[src/rtl/gselect_predictor_param.sv]
// Gselect branch predictor: {low PC bits, speculative GHR} indexes a table of
// saturating counters; fetch predicts, the resolution unit trains and repairs history.
module gselect_predictor_param #(
  parameter int PC_W     = 8,
  parameter int PC_BITS  = 2,
  parameter int GHR_BITS = 2,
  parameter int CTR_W    = 2,
  parameter int CTR_INIT = 1,
  parameter int CNT_W    = 16,
  localparam int IDX_W   = PC_BITS + GHR_BITS
) (
  input  logic                clk,
  input  logic                reset,
  output logic                ready,
  input  logic                pred_valid,
  input  logic [PC_W-1:0]     pred_pc,
  output logic                pred_resp_valid,
  output logic                pred_taken,
  output logic [IDX_W-1:0]    pred_index,
  output logic [GHR_BITS-1:0] pred_ghr,
  input  logic                upd_valid,
  input  logic [IDX_W-1:0]    upd_index,
  input  logic [GHR_BITS-1:0] upd_ghr,
  input  logic                upd_taken,
  input  logic                upd_mispredict,
  output logic [GHR_BITS-1:0] ghr,
  output logic [CNT_W-1:0]    upd_count,
  output logic [CNT_W-1:0]    mispredict_count
);

  localparam int DEPTH = 1 << IDX_W;
  localparam logic [IDX_W-1:0] LAST_IDX   = IDX_W'(DEPTH - 1);
  localparam logic [CTR_W-1:0] CTR_MAX    = '1;
  localparam logic [CTR_W-1:0] CTR_INIT_V = CTR_W'(CTR_INIT);
  localparam logic [CNT_W-1:0] CNT_MAX    = '1;

  localparam logic STATE_INIT = 1'b0;
  localparam logic STATE_RUN  = 1'b1;

  logic                state;
  logic [IDX_W-1:0]    init_ptr;
  logic [CTR_W-1:0]    ctr_table [DEPTH];

  logic                pred_fire;
  logic                upd_fire;
  logic [IDX_W-1:0]    pred_idx;
  logic [CTR_W-1:0]    pred_ctr;
  logic                pred_dir;
  logic [CTR_W-1:0]    upd_old;
  logic [CTR_W-1:0]    upd_new;
  logic [GHR_BITS:0]   spec_ext;
  logic [GHR_BITS:0]   repair_ext;

  // Only the low PC bits take part in indexing; the rest are deliberately dropped.
  logic unused_pc_bits;
  assign unused_pc_bits = ^pred_pc;

  assign ready     = (state == STATE_RUN);
  assign pred_fire = pred_valid && ready;
  assign upd_fire  = upd_valid && ready;

  assign pred_idx = {pred_pc[PC_BITS-1:0], ghr};
  assign pred_ctr = ctr_table[pred_idx];
  assign pred_dir = pred_ctr[CTR_W-1];
  assign upd_old  = ctr_table[upd_index];

  // Shifting through a one-bit-wider vector keeps GHR_BITS=1 legal without special cases.
  assign spec_ext   = {ghr, pred_dir};
  assign repair_ext = {upd_ghr, upd_taken};

  always_comb begin
    upd_new = upd_old;
    if (upd_taken && (upd_old != CTR_MAX)) begin
      upd_new = upd_old + 1'b1;
    end else if (!upd_taken && (upd_old != '0)) begin
      upd_new = upd_old - 1'b1;
    end
  end

  // Table has no reset; the INIT walk fills it, and the predict read sees pre-write data.
  always_ff @(posedge clk) begin
    if (state == STATE_INIT) begin
      ctr_table[init_ptr] <= CTR_INIT_V;
    end else if (upd_fire) begin
      ctr_table[upd_index] <= upd_new;
    end
  end

  always_ff @(posedge clk or posedge reset) begin
    if (reset) begin
      state            <= STATE_INIT;
      init_ptr         <= '0;
      ghr              <= '0;
      pred_resp_valid  <= 1'b0;
      pred_taken       <= 1'b0;
      pred_index       <= '0;
      pred_ghr         <= '0;
      upd_count        <= '0;
      mispredict_count <= '0;
    end else begin
      pred_resp_valid <= pred_fire;

      if (state == STATE_INIT) begin
        init_ptr <= init_ptr + 1'b1;
        if (init_ptr == LAST_IDX) begin
          state <= STATE_RUN;
        end
      end

      if (pred_fire) begin
        pred_taken <= pred_dir;
        pred_index <= pred_idx;
        pred_ghr   <= ghr;
      end

      // A resolved mispredict overrides any speculative shift from this cycle.
      if (upd_fire && upd_mispredict) begin
        ghr <= repair_ext[GHR_BITS-1:0];
      end else if (pred_fire) begin
        ghr <= spec_ext[GHR_BITS-1:0];
      end

      if (upd_fire) begin
        if (upd_count != CNT_MAX) begin
          upd_count <= upd_count + 1'b1;
        end
        if (upd_mispredict && (mispredict_count != CNT_MAX)) begin
          mispredict_count <= mispredict_count + 1'b1;
        end
      end
    end
  end

endmodule

[config.mk]
export PLATFORM = sky130hd
export DESIGN_NAME = gselect_predictor_param
export DESIGN_NICKNAME = d
export VERILOG_FILES = /design/src/rtl/gselect_predictor_param.sv
export SDC_FILE = /design/constraint.sdc
export NUM_CORES = 1
export LEC_CHECK = 0
export BUFFER_PORTS_ARGS = -buffer_cell sky130_fd_sc_hd__buf_2
export CORE_MARGIN = 2
export CORE_UTILIZATION = 40
export DETAILED_ROUTE_END_ITERATION = 10
export PLACE_DENSITY_LB_ADDON = 0.12
export SYNTH_ARGS = -nofsm -noshare
export SYNTH_HDL_FRONTEND = slang
export SYNTH_SLANG_ARGS = --single-unit
[constraint.sdc]
create_clock -name clk -period 7.5 [get_ports clk]
set_input_delay 0.375 -clock clk [delete_from_list [all_inputs] [get_ports clk]]
set_output_delay 0.375 -clock clk [all_outputs]
set_load 0.02 [all_outputs]
==> results of run 1 <==
-- cell usage in the layout, fill, tap and decap left out, types with 7 or more instances in the layout --
| master | netlist | final |
|---|---|---|
| nand3_1 | 10 | 10 |
| xor2_1 | 22 | 22 |
| dfrtp_1 | 45 | 45 |
| edfxtp_1 | 32 | 32 |
| clkbuf_8 | 3 | 9 |
| buf_2 | 2 | 55 |
| a21oi_1 | 8 | 8 |
| nor3_1 | 12 | 12 |
| mux2_2 | 8 | 8 |
| nor2_1 | 28 | 28 |
| nand4_1 | 9 | 9 |
| and3_1 | 8 | 8 |
| mux4_1 | 7 | 7 |
| nand2_1 | 23 | 23 |
| xnor2_1 | 10 | 10 |
-- power breakdown --
part / switching, mW / leakage [nW] / internal (mW)
clock: 0.154 / 0.0760 / 0.121
combinational: 0.127 / 0.939 / 0.0831
sequential: 0.0519 / 0.866 / 0.486
total: 0.333 / 1.88 / 0.690
-- state kept, by name (all words and copies together), names as in the netlist --
name              count
pred_taken            1
mispredict_count     16
init_ptr              4
ctr_table            32
upd_count            16
ghr                   2
ready                 1
pred_index            4
pred_resp_valid       1
-- through the flow --
stage	util (%)	setup WS, ns
after detailed placement	44.7	4.17
after floorplan	-	4.02
final	46.5	4.52
after CTS	46.5	4.51
after global placement	44.7	4.22
after global routing	46.5	4.32
-- worst register-to-register path, stage by stage, from the launching register on --
cell      delay (ns)
edfxtp_1        0.36
mux4_1          0.54
mux4_2          0.52
inv_1           0.08
ha_1            0.16
mux2i_1         0.13
o311ai_2        0.83
-- layer usage --
layer,track usage (%),wire length [um],vias to the layer above
li1,-,-,1223
met1,20.4,3550,1242
met2,25.9,3780,47
met3,2.76,224,6
met4,5.61,74,0
met5,0,0,-
-- cell type report --
class / count / area [um^2] / share of cell area [%]
Timing Repair Buffer: 55 / 275 / 6.43
Clock buffer: 11 / 131 / 3.07
Sequential cell: 77 / 2090 / 48.8
Clock inverter: 5 / 36.3 / 0.848
Tap cell: 111 / 139 / 3.25
Multi-Input combinational cell: 205 / 1580 / 37.0
Inverter: 7 / 26.3 / 0.614
-- final timing paths --
kind	to	slack, ns
max	ctr_table[5][1]	4.52
max reg2reg	ctr_table[5][1]	4.55
max in group asynchronous	init_ptr[3]	6.68
min in group clk	ghr[1]	0.25
min	upd_count[14]	0.24
min reg2reg	mispredict_count[15]	0.50
-- cell families (layout without fill, tap and decap cells) --
family	after synthesis	count (layout)	share of synthesized area [%]
adder cells (fa/ha/maj)	5	5	1.65
multiplexers	23	23	11.0
flip-flops	77	77	55.1
AO/OA/AOI/OAI	32	32	6.28
XOR/XNOR	32	32	7.40
AND/OR/NAND/NOR	113	113	15.2
buffers and inverters	20	78	3.24
==> metrics.yaml, run 1 <==
numClockSinks: 77
cts_tree: "yes"
period_needed_ns: 2.98
slew_viol_final: 0
cp-start-kind: "input port"
crit_buf_inv: 2
slowest_delay_ns: 0.83
yosysWarnings: 0
synth_cell_types: 53
cp-end-kind: "register"
drtPass1Iterations: 4
drtAntennaViolNets: 0
drc: 0
hold_viol: 0
setup_tns_ns: 0
stdcell_count: 471
routed_wl_mm: 7.64
nets: 380
grt_pass1_vias: 2420
grt_antenna_before_repair: 0
rsz0062_at_grt: "no"
die_x_um: 101
crit_slowest_cell: "o311ai_2"
cts_setup_buffers: 0
ios: 63
clock_latency_ns: 0.34
worst_clock_skew_ns: 0.0103
dieArea_um2: 10300
synth_edf_count: 32
path_depth: 7
arrival_ns: 2.98
fp.dieH_um: 101
syn_avg_cell_area_um2: 12.5
start_util_pct: 41.2
syn_nets: 327
critPathKind: "input port to register"
n_fill_cell: 834
cts_hold_buffers: 0
cellLeakagePower_nw: 1.88
setup_viol: 0
grt_max_degree: 46
r2r-start: "ctr_table[5][0]"
gp_congestion: 0.750
final_cell_area_um2: 4280
core_area_um2: 9200
area_growth_pct: 13.0
timing.final.crit_share_pct: 39.7
port_buffers: 55
seq_area_frac_synth_pct: 55.1
async_flop_share_pct: 58.4
synth_ff_type: "dfrtp_1"
num_rows: 35
grt_pass1_wl_mm: 12.2
placed_cells: 455
tightest_slew_ns: 0.934
power_mw: 1.02
synth.most_common_cell: "dfrtp_1"
p_per_area_nw_per_um2: 239
synth_area_um2: 3780
clk_pin_slew_ns: 0.08
drt-initial-drc-count: 91
yosysTopAreaCell: "dfrtp_1"
outcome: "finished, final reports clean"
vdd_drop_max_v: 0.0000901
cp_top_family: "multiplexers"
max_freq_mhz: 336
placed_area_um2: 4110
cp.required_ns: 7.51
hold_path_class: "input port to asynchronous set/reset pin"
synth_top_area_share_pct: 29.8
diodes: 0
reg2reg_depth: 6
relSlewSlack_pct: 37.6
maxCapViolCount: 0
grtUsageTotal_pct: 15.5
cts_resized: 0
routed_via_density: 5.35
cts_buffers: 9
cts_root_buf: "clkbuf_8"
setup.worst_path.start: "upd_index[2]"
drive_gt1_share_pct: 24.7
cts_max_level: 3
wl_per_cell_um: 16.2
crit_fanout: 16
synthTopCellsByCount: "45 x dfrtp_1, 32 x edfxtp_1, 28 x nor2_1"
cts_buffer_depth: 2
path_cells: "buf_2 > mux4_1 > mux4_2 > inv_1 > ha_1 > mux2i_1 > o311ai_2"
whs_ns: 0.238
vias: 2518
grt_overflow: 0
dp_hpwl_mm: 5.51
synthTopCellsByArea: "dfrtp_1 30%, edfxtp_1 25%, xor2_1 5.1%, mux4_1 4.9%, mux4_2 3.0%"
synthCells: 302
ys_ff_latch: 77
No activity file was read; power rests on OpenSTA's default activity.
==> run 2, diff against run 1 <==
Settings changed: ABC_AREA set to 1.
Clock period 7.5 ns to 2.51 ns, I/O delays scaled along.
==> metrics.yaml, run 2 <==
async_flop_share_pct: 58.4  # unchanged
crit_slowest_cell: "edfxtp_1"
yosysWarnings: 0  # unchanged
cts_resized: 0  # unchanged
rsz0062_at_grt: "no"
cts_hold_buffers: 0  # unchanged
wl_met2_mm: 4.06  # +7.2%
diodes: 0  # unchanged
synthSimpleGateAreaFrac_pct: 27.4  # +12 points
setup.worst_path.start: "ctr_table[14][0]"
reg2reg_depth: 12  # +6
clock_latency_ns: 0.35  # about the same
fin_util_pct: 47.4  # +0.91 points
cp-end-kind: "register"
die_x_um: 105  # +3.8%
cp.required_ns: 2.59  # -4.92 ns
worst_clock_skew_ns: 0.00773  # -0.00256 ns
clk_pin_slew_ns: 0.08  # about the same
routed_wl_mm: 9.01  # +18%
synth_fa_ha_area_share_pct: 1.53  # -0.12 points
drive_gt1_share_pct: 17.1  # -7.6 points
slew_viol_final: 0  # unchanged
grtUsageTotal_pct: 17.2  # +1.7 points
drtPass1Iterations: 4  # unchanged
layout_common_cells: "129 x nand2_1, 58 x inv_1, 55 x nor2_1, 55 x buf_2, 48 x nand3_1"
drc: 0  # unchanged
synthTopCellsByCount: "129 x nand2_1, 59 x inv_1, 55 x nor2_1"
grt_pass1_wl_mm: 15.2  # +25%
vias: 3244  # +29%
layout_commonest_cell: "nand2_1"
ios: 63  # unchanged
synth_top_family_by_area: "simple AND/OR/NAND/NOR gates"
power.share.clock_pct: 29.0  # +2.1 points
synth_top_area_share_pct: 27.6  # -2.2 points
synth_compound_area_share_pct: 6.25  # -0.035 points
port_buffers: 55  # unchanged
drt-initial-drc-count: 141  # +55%
routed_via_density: 4.75  # -11%
hold_viol: 8  # +8
num_rows: 36  # +2.9%
largest_register_ffs: 32  # unchanged
synthCells: 488  # +62%
ys_ff_latch: 77  # unchanged
area_growth_pct: 14.5
setup_viol: 0  # unchanged
core_area_um2: 9860  # +7.3%
n_fill_cell: 983  # +18%
synthXorXnorAreaFrac_pct: 6.00  # -1.4 points
grt_max_degree: 46  # unchanged
seq_area_frac_synth_pct: 51.1  # -4.1 points
synth_edf_count: 32  # unchanged
synth_ff_type: "dfrtp_1"
route.top_layer_used: "met4"
place_ws_ns: 0.296  # -3.87 ns
p_comb_share_pct: 22.4  # +1.8 points
hold_path_class: "input port to asynchronous set/reset pin"
cts_tree: "yes"
drtAntennaViolNets: 0  # unchanged
timing.final.ws_setup_ns: 0.521  # -4.00 ns
path_cells: "nor2_1 > nor2_1 > o21ai_0 > nand3_1 > nand3_1 > nand2_1 > ha_1 > nor2_1 > nand2_1 > nand2_1 > a21oi_1 > buf_4"
cts_setup_buffers: 0  # unchanged
met3WireLength_um: 377  # +68%
p_sw_mw: 1.09  # +230%
swShare_pct: 33.1  # +0.52 points
synth_area_um2: 4090  # +8.0%
p_int_mw: 2.22  # +220%
p_per_area_nw_per_um2: 708  # +200%
grt_pass1_vias: 3159  # +31%
seqPwrFrac_pct: 48.6  # -4.0 points
wl_per_cell_um: 13.2  # -19%
grt_overflow: 0  # unchanged
cts_root_buf: "clkbuf_8"
timing.final.crit_share_pct: 79.2
vdd_drop_max_v: 0.000355  # +290%
dp_hpwl_mm: 6.52  # +18%
grt_antenna_before_repair: 0  # unchanged
fp.dieH_um: 105  # +3.8%
cp-start-kind: "register"
crit_fanout: 16  # unchanged
max_freq_mhz: 503
period_needed_ns: 1.99
whs_ns: -0.0144  # -0.252 ns
cts_buffer_depth: 2  # unchanged
reg.largest.list: "ctr_table (32), mispredict_count (16), upd_count (16)"
relSlewSlack_pct: 34.8  # -2.8 points
setup_tns_ns: 0  # unchanged
violations: "negative hold slack"
dieArea_um2: 11000  # +7.6%
syn_avg_cell_area_um2: 8.37  # -33%
arrival_ns: 2.07  # -0.91 ns
synth.most_common_cell: "nand2_1"
synth_cell_types: 32  # -40%
cts_buffers: 9  # unchanged
gp_congestion: 0.804  # +7.3%
cts_max_level: 3  # unchanged
numClockSinks: 77  # unchanged
maxCapViolCount: 0  # unchanged
slowest_delay_ns: 0.37  # -0.46 ns
synth_mux_area_share_pct: 0  # -11 points
nets: 570  # +50%
outcome: "finished with violations"
largest_register: "ctr_table"
start_util_pct: 41.4  # +0.27 points
syn_nets: 513  # +57%
yosysTopAreaCell: "dfrtp_1"
tightest_slew_ns: 0.976  # +0.0418 ns
r2r-start: "ctr_table[14][0]"
synthTopCellsByArea: "dfrtp_1 28%, edfxtp_1 24%, nand2_1 12%, nand3_1 5.9%, inv_1 5.4%"
cellLeakagePower_nw: 2.22  # +18%
wl_met1_mm: 4.48  # +26%
critPathKind: "register to register"
## run 2: cell count changes in the layout (fill, tap and decap cells not counted), moves of 9 or more
cell / previous run / this run
nand2_1: 23 / 129
inv_1: 6 / 58
nand3_1: 10 / 48
nor2_1: 28 / 55
o21ai_0: 3 / 22
o211ai_1: 0 / 9
## run 2: worst paths after layout
| path | end | slack, ns |
|---|---|---|
| min in group clk | ghr[1] | 0.02 |
| max in group asynchronous | mispredict_count[14] | 1.91 |
| worst max register to register | ctr_table[3][1] | 0.52 |
| worst min-delay path | upd_count[1] | -0.01 |
| worst max-delay path | ctr_table[3][1] | 0.52 |
| worst min register to register | pred_taken | 0.48 |
## run 2: cell families (layout without fill, tap and decap cells)
family                     after synthesis  count (layout)
AOI/OAI and AO/OA                       44              44
xor gates and xnor gates                28              28
adders and majority gates                5               5
buffers and inverters                   75             137
DFF                                     77              77
and+or+nand+nor                        259             259
## run 2: per-stage QoR
step	std cells	total power [mW]	cell area, um^2
after floorplan	488	2.14	4090
after global placement	667	2.37	4480
after detailed placement	667	2.38	4480
after CTS	683	3.36	4680
after global routing	683	3.50	4680
final	683	3.31	4680
## run 2: worst max-delay path: cells and delay by family (launching register included)
family / cells / cell delay, ns
adder cells (fa/ha/maj): 1 / 0.21
flip-flops: 1 / 0.37
buffers and inverters: 1 / 0.20
AO/OA/AOI/OAI: 2 / 0.12
AND/OR/NAND/NOR: 8 / 0.84
## run 2: cell type report
| type | count | area, um^2 | area share [%] |
|---|---|---|---|
| tap | 133 | 166 | 3.56 |
| sequential | 77 | 2090 | 44.6 |
| timing repair buffer | 59 | 305 | 6.53 |
| clock buffer | 12 | 155 | 3.32 |
| inverter | 62 | 235 | 5.03 |
| clock inverter | 4 | 46.3 | 0.990 |
| multi-input combinational | 336 | 1680 | 36.0 |
## run 2: routing by layer
metal,global-route usage (%),up-vias
li1,-,1674
met1,24.5,1501
met2,25.9,61
met3,2.68,8
met4,7.43,0
met5,0,-
## run 2: power by group through the flow
stage / combinational [mW] / clock, mW / sequential, mW
after floorplan: 0.393 / 0 / 1.75
after global placement: 0.735 / 0 / 1.63
after detailed placement: 0.751 / 0 / 1.63
after CTS: 0.753 / 0.995 / 1.61
after global routing: 0.825 / 1.04 / 1.63
final: 0.741 / 0.962 / 1.61
==> run 3, diff against run 2 <==
Clock period 2.51 ns to 1.7 ns, I/O delays scaled along.
==> metrics.yaml, run 3 (synthesized netlist as in run 2, its figures left out) <==
timing.final.crit_share_pct: 114  # +35 points
drtAntennaViolNets: 0  # unchanged
grtUsageTotal_pct: 18.5  # +1.3 points
cts_max_level: 3  # unchanged
numClockSinks: 77  # unchanged
r2r-start: "ctr_table[10][0]"
largest_register_ffs: 32  # unchanged
setup_viol: 32  # +32
routed_via_density: 4.87  # +2.6%
dp_hpwl_mm: 7.26  # +11%
cp-start-kind: "register"
routed_wl_mm: 10.0  # +11%
maxCapViolCount: 0  # unchanged
hold_viol: 0  # -8
nets: 634  # +11%
hp-start: "pred_pc[1]"
grt_pass1_wl_mm: 16.2  # +6.3%
drtPass1Iterations: 4  # unchanged
cp.required_ns: 1.78  # -0.81 ns
reg.largest.list: "ctr_table (32), mispredict_count (16), upd_count (16)"
fp.dieH_um: 105  # unchanged
dieArea_um2: 11000  # unchanged
ios: 63  # unchanged
timing.final.ws_setup_ns: -0.243  # -0.764 ns
wl_per_cell_um: 13.4  # +1.5%
place_ws_ns: -0.487  # -0.783 ns
p_per_area_nw_per_um2: 940  # +33%
cts_root_buf: "clkbuf_8"
drt-initial-drc-count: 165  # +17%
num_rows: 36  # unchanged
grt_pass1_vias: 3408  # +7.9%
clk_pin_slew_ns: 0.08  # about the same
grt_overflow: 0  # unchanged
cts_tree: "yes"
slew_viol_final: 0  # unchanged
layout_common_cells: "122 x nand2_1, 62 x buf_4, 55 x buf_2, 53 x inv_1, 45 x dfrtp_1"
outcome: "finished with violations"
drive_gt1_share_pct: 33.1  # +16 points
cts_buffers: 9  # unchanged
grt_antenna_before_repair: 0  # unchanged
cp-end-kind: "register"
arrival_ns: 2.03  # -0.04 ns
core_area_um2: 9860  # unchanged
cellLeakagePower_nw: 2.57  # +16%
diodes: 0  # unchanged
die_x_um: 105  # unchanged
vdd_drop_max_v: 0.000539  # +52%
tightest_slew_ns: 0.507  # -0.469 ns
final_cell_area_um2: 5410  # +16%
critPathKind: "register to register"
hold_path_class: "input port to register"
gp_congestion: 0.841  # +4.6%
crit_fanout: 8  # -8
rsz0062_at_grt: "yes"
grt_max_degree: 24  # -48%
setup.worst_path.start: "ctr_table[10][0]"
start_util_pct: 41.4  # unchanged
cts_buffer_depth: 2  # unchanged
period_needed_ns: 1.94  # -0.0457 ns
placed_area_um2: 4890  # +9.1%
setup_tns_ns: -7.63  # -7.63 ns
vias: 3639  # +12%
drc: 0  # unchanged
area_growth_pct: 32.3
worst_clock_skew_ns: 0.00925  # +0.00151 ns
relSlewSlack_pct: 66.1  # +31 points
max_freq_mhz: 515  # +2.4%
port_buffers: 55  # unchanged
layout_commonest_cell: "nand2_1"
largest_register: "ctr_table"
violations: "negative setup slack"
clock_latency_ns: 0.35  # about the same
==> run 3: report_power, final <==
group / switching [mW] / internal, mW
combinational: 0.852 / 0.560
clock: 0.701 / 0.618
sequential: 0.212 / 2.14
==> run 3: final timing paths <==
check                      depth (start not counted)                to  slack (ns)
min in group asynchronous                          3      upd_count[9]        0.30
max in group asynchronous                          4     pred_index[3]        0.82
hold reg to reg                                    2        pred_taken        0.49
setup / recovery                                  13  ctr_table[14][0]       -0.24
hold / removal                                     3     pred_index[3]        0.03
setup reg to reg                                  13  ctr_table[14][0]       -0.24
==> run 3: repair_timing <==
item	in CTS	in global routing
setup buffers	4	7
setup endpoints to repair	43	74
pin swaps	18	15
cloned	1	1
hold buffers	2	0
hold endpoints to repair	22	0
gates resized for setup	38	25
==> run 3: metal layers <==
layer  track usage [%]  share of wire [%]  vias up  wire (um)
li1                  -                  -     1820          -
met1              24.3                 46     1716       4590
met2              30.1                 48       90       4800
met3              3.87                4.5       13        455
met4              6.86                1.6        0        158
met5                 0                  0        -          0
==> run 3: worst max-delay path: stages (launching register included) <==
cell and delay (ns):
edfxtp_1 0.39, nor2_1 0.13, nor2_1 0.06, o21ai_1 0.09, nand3_1 0.12, nand3_2 0.15, nand2_4 0.09, inv_4 0.06
ha_4 0.14, nor2_4 0.05, nor2_4 0.14, inv_2 0.06, nand3_4 0.08, nand3_4 0.12
==> run 3: layout make-up <==
cell class	instances	area, um^2
fill	940	4460
sequential	77	2090
multi-input combinational	338	1930
clock inverter	5	32.5
clock buffer	11	153
tap	133	166
timing repair buffer	121	801
inverter	62	238
==> run 3: through the flow <==
stage | utilization (%) | hold WS [ns] | instances | total power [mW]
after floorplan | - | 0.233 | 488 | 3.17
after global placement | 49.5 | 0.141 | 717 | 3.65
after detailed placement | 49.5 | 0.143 | 717 | 3.67
after CTS | 53.5 | 0.0349 | 740 | 5.09
after global routing | 54.8 | 0.0635 | 747 | 5.38
final | 54.8 | 0.0321 | 747 | 5.08
